`src/rtl/seg7_display_arbiter.sv`:
```
// Round-robin arbiter that shares one 8-digit 7-segment display between NREQ sources.
// Optional feature: define SEG7_ARB_TAG_EN to show the winning source index in the top digit.
module seg7_display_arbiter #(
  parameter int NREQ  = 4,
  parameter int SRCW  = 3,
  parameter int DWELL = 50_000_000,
  parameter int CNTW  = 26
) (
  input  logic                 clk,
  input  logic                 reset,
  input  logic [NREQ-1:0]      iReq,
  input  logic [NREQ*32-1:0]   iData,
  input  logic                 iHold,
  output logic [NREQ-1:0]      oGnt,
  output logic                 oCs,
  output logic [31:0]          oData,
  output logic [SRCW-1:0]      oSrc,
  output logic                 oBusy
);

  localparam int SW1 = SRCW + 1;

  typedef enum logic {IDLE, HOLD} state_t;

  state_t            state;
  logic [SRCW-1:0]   ptr;
  logic [CNTW-1:0]   cnt;

  logic              found;
  logic [SRCW-1:0]   win;
  logic [SW1-1:0]    sum;
  logic [31:0]       sel;
  logic [31:0]       word;
  logic [SRCW-1:0]   next_ptr;
  logic [NREQ-1:0]   gnt_vec;
  logic              can_grant;

  // Search from ptr upward with wrap; sum is one bit wider so ptr+i never overflows.
  always_comb begin
    found = 1'b0;
    win   = '0;
    sum   = '0;
    for (int i = 0; i < NREQ; i++) begin
      sum = {1'b0, ptr} + SW1'(i);
      if (sum >= SW1'(NREQ))
        sum = sum - SW1'(NREQ);
      if (!found && |(iReq & (NREQ'(1) << sum))) begin
        found = 1'b1;
        win   = sum[SRCW-1:0];
      end
    end
  end

  always_comb begin
    sel  = 32'(iData >> (32 * win));
    word = sel;
`ifdef SEG7_ARB_TAG_EN
    word[31:28] = 4'(win);
`else
`endif
    next_ptr  = (win == SRCW'(NREQ - 1)) ? '0 : win + 1'b1;
    gnt_vec   = NREQ'(1) << win;
    can_grant = (state == IDLE) || ((cnt == '0) && !iHold);
  end

  // A new owner may take over once the dwell count has drained, with no idle gap.
  always_ff @(posedge clk) begin
    if (reset) begin
      state <= IDLE;
      ptr   <= '0;
      cnt   <= '0;
      oGnt  <= '0;
      oCs   <= 1'b0;
      oData <= '0;
      oSrc  <= '0;
      oBusy <= 1'b0;
    end else begin
      oGnt <= '0;
      oCs  <= 1'b0;
      if (can_grant && found) begin
        oGnt  <= gnt_vec;
        oCs   <= 1'b1;
        oData <= word;
        oSrc  <= win;
        ptr   <= next_ptr;
        cnt   <= CNTW'(DWELL - 1);
        state <= HOLD;
        oBusy <= 1'b1;
      end else if (state == HOLD && !iHold) begin
        if (cnt != '0) begin
          cnt <= cnt - 1'b1;
        end else begin
          state <= IDLE;
          oBusy <= 1'b0;
        end
      end
    end
  end

endmodule

```
`config.mk`:
```
export PLATFORM = sky130hd
export DESIGN_NAME = seg7_display_arbiter
export DESIGN_NICKNAME = d
export VERILOG_FILES = /design/src/rtl/seg7_display_arbiter.sv
export SDC_FILE = /design/constraint.sdc
export NUM_CORES = 1
export LEC_CHECK = 0
export ABC_AREA = 1
export CORE_MARGIN = 2
export CORE_UTILIZATION = 49
export CTS_BUF_LIST = sky130_fd_sc_hd__clkbuf_8
export CTS_CLUSTER_SIZE = 30
export DETAILED_ROUTE_END_ITERATION = 8
export PLACE_DENSITY = 0.88
export SLEW_MARGIN = 20
export SYNTH_ARGS = -nofsm -noshare
export SYNTH_HDL_FRONTEND = slang
export SYNTH_SLANG_ARGS = --single-unit
```
`constraint.sdc`:
```
create_clock -name clk -period 6.7 [get_ports clk]
set_clock_uncertainty 0.05 [all_clocks]
set_input_delay 1.005 -clock clk [delete_from_list [all_inputs] [get_ports clk]]
set_output_delay 1.005 -clock clk [all_outputs]
set_load 0.05 [all_outputs]
```
==> impl_metrics.py <==
metrics = {
    "floorplanning": {
        "core_area_um2": 9110,
        "die_w_um": 100,
        "io_pins": 176,
        "die_area_um2": 10100,
        "rows": 35,
        "start_util_pct": 49.9,
        "die_y_um": 100,
    },
    "worst_setup_path": {
        "r2r_end": "ptr[0]",
        "critPathKind": "in -> reg",
        "end_kind": "flop",
        "r2r_slack_ns": 3.10,
        "crit_arrival_ns": 3.80,
        "cpMostUsedCell": "nand2_1",
        "worstPathMaxFanout": 49,
        "r2r-start": "ptr[0]",
        "cp.required_ns": 6.88,
        "timing.critical_path.slowest_cell_delay_ns": 0.61,
        "crit_slowest_cell": "inv_2",
        "reg2reg_depth": 17,
        "start_kind": "primary input",
        "crit_chain": "clkdlybuf4s50_1 > inv_1 > nand2_1 > nand3_1 > nand2_2 > o21bai_1 > nand2_1 > nand3_2 > inv_2 > ha_1 > inv_1 > nand2_1 > nand2_1 > nand2_1 > o21ai_0",
    },
    "cts": {
        "cts_tree": "yes",
        "clock_latency_ns": 0.36,
        "clockBufferDepth": 2,
        "cts_sinks": 70,
        "hold_buffers": 0,
        "numCtsBuffers": 9,
        "cts_root_buf": "clkbuf_8",
        "path_clk_slew_ns": 0.08,
        "post_cts_resized": 0,
        "cts_setup_buffers": 0,
        "htreeDepth": 3,
    },
    "routing": {
        "post-route-drc-count": 0,
        "dr.pass1.iters": 5,
        "via_count": 5233,
        "antenna_left": 0,
        "routed_wl_um": 13600,
        "routed_via_density": 5.12,
        "drtIter0Drc": 252,
        "wl_per_cell_um": 13.3,
    },
    "synth": {
        "synthTopCellsByArea": "dfxtp_1, nand2_1, nand3_1",
        "ys.flop_type": "dfxtp_1",
        "ys_types": 36,
        "ys_async_sr_fraction_pct": 0,
        "synth-edff-count": 0,
        "synth.largest_area_cell": "dfxtp_1",
        "synth_warnings": 0,
        "syn-mean-instance-area_um2": 6.05,
        "synth_top_area_share_pct": 30.8,
        "seq_area_frac_synth_pct": 30.8,
        "syn_nets": 892,
        "synthesis.area_um2": 4550,
        "ys_ff_latch": 70,
        "postSynthCellCount": 752,
    },
    "status": {
        "outcome": "complete, no violations",
    },
    "timing": {
        "tns_ns": 0,
        "worstMarginPinSlew_ns": 0.807,
        "relSlewSlack_pct": 46.2,
        "fin_ws_ns": 3.08,
        "period_needed_ns": 3.62,
        "drv_slew": 0,
        "final-hold-violation-count": 0,
        "finalCritPeriodShare_pct": 54.1,
        "grt_setup_unrepaired": "no",
        "fmax_mhz": 276,
        "final-setup-viol-count": 0,
    },
    "worst_hold_path": {
        "hold_path_depth": 2,
        "worstHoldStart": "oData[19]",
        "min_to": "oData[19]",
        "hp-class": "reg -> reg",
    },
    "place": {
        "dpl.hpwl_um": 9940,
        "gp_congestion": 0.917,
        "port_buffers": 175,
        "pre_cts_ws_ns": 2.70,
    },
    "global_route": {
        "grt_max_degree": 67,
        "grt_usage_pct": 27.0,
        "grt_pass1_wl_um": 21800,
        "antenna_found_initial": 0,
        "grt_pass1_vias": 4721,
        "grt_overflow": 0,
    },
    "layout": {
        "multi_input_area_um2": 2620,
        "area_delta_synth_final_pct": 41.3,
        "drive_gt1_share_pct": 5.70,
        "fin_nets": 1047,
        "n_antenna_cell": 0,
        "n_fill_cell": 732,
        "register_area_um2": 1400,
    },
    "job": {
        "drv_cap": 0,
    },
    "power": {
        "p_int_mw": 1.28,
        "peakVddDrop_mv": 0.457,
        "p_per_area_nw_per_um2": 431,
        "seqPwrFrac_pct": 21.9,
        "p_leak_nw": 3.11,
        "power_frac_clock_pct": 12.5,
        "p_switching_mw": 1.49,
        "combPwrFrac_pct": 65.6,
        "p_sw_share_pct": 53.7,
    },
}
==> registers in the layout (all words and copies together), names as in the netlist <==
register,cells
cnt,26
oCs,1
oData,32
oGnt,4
oSrc,3
ptr,3
state,1
==> synth_stat cells, types with 6 or more instances <==
master   count
a21oi_1     11
inv_1       67
o21ai_0     17
nor2_1      29
nand2_2      7
buf_2       14
buf_4        9
nand2_1    348
nand3_1     84
dfxtp_1     70
xor2_1       6
inv_2        8
nor3_1      10
nand4_1     24
==> worst max-delay path, delay by kind of cell <==
kind                       cells  cell delay [ns]
buffers and inverters          4             1.16
adders and majority gates      1             0.27
and+or+nand+nor                8             1.13
AOI/OAI and AO/OA              2             0.23
==> how the worst max path moves through the flow <==
stage            start      to
6_report       iReq[3]  ptr[0]
5_1_grt         ptr[0]  ptr[0]
4_1_cts         ptr[0]  ptr[0]
3_5_place_dp   iReq[3]  ptr[0]
3_3_place_gp   iReq[3]  ptr[0]
2_1_floorplan  iReq[3]  ptr[0]
==> power by group through the flow <==
stage          combinational (mW)  sequential [mW]  clock, mW
2_1_floorplan                1.22            0.839          0
3_3_place_gp                 1.79            0.610          0
3_5_place_dp                 1.81            0.610          0
4_1_cts                      1.82            0.604      0.353
5_1_grt                      2.03            0.618      0.372
6_report                     1.82            0.606      0.345
==> metal layers <==
layer / routed length, um / vias up / global-route usage, %
met5: 0 / - / 0
met2: 6380 / 205 / 43.8
li1: - / 2686 / -
met3: 966 / 36 / 6.62
met1: 5830 / 2306 / 34.1
met4: 386 / 0 / 11.7
==> metrics by stage <==
step / total power, mW / hold slack, ns / utilization, % / area, um^2 / instances
2_1_floorplan: 2.06 / 0.400 / - / 4550 / 752
3_3_place_gp: 2.40 / 0.391 / 68.4 / 6230 / 1007
3_5_place_dp: 2.42 / 0.396 / 68.4 / 6230 / 1007
4_1_cts: 2.77 / 0.411 / 70.5 / 6420 / 1023
5_1_grt: 3.02 / 0.441 / 70.5 / 6420 / 1023
6_report: 2.77 / 0.413 / 70.5 / 6420 / 1023
==> final cells by class <==
| cell class | instances | area share [%] |
|---|---|---|
| Clock inverter | 7 | 1.13 |
| Sequential cell | 70 | 21.8 |
| Inverter | 78 | 4.67 |
| Clock buffer | 9 | 1.93 |
| Timing Repair Buffer | 177 | 27.5 |
| Multi-Input combinational cell | 571 | 40.8 |
| Tap cell | 111 | 2.16 |
==> cells by family after synthesis <==
logic type               share of synthesized area [%]
flip-flops                                        30.8
buffers and inverters                             11.5
AND/OR/NAND/NOR                                   50.8
XOR/XNOR                                          1.35
AO/OA/AOI/OAI                                     4.16
adder cells (fa/ha/maj)                           1.38
==> layout by cell type, fill, tap and decap left out, types with 2 or more instances in the layout <==
master and count:
nand2_1 348, clkdlybuf4s50_1 175, nand3_1 84, dfxtp_1 70, inv_1 67, nor2_1 29, nand4_1 24, o21ai_0 17
a21oi_1 11, nor3_1 10, clkbuf_8 9, inv_2 8, nand2_2 7, xor2_1 6, a31oi_1 5, ha_1 5
inv_4 3, nor2_4 3, nand3_2 3, nand3b_1 3, o21ai_1 2, or2_4 2, nor2_8 2, clkinv_2 2
clkinvlp_4 2, buf_4 2
No activity file was read; power rests on OpenSTA's default activity.
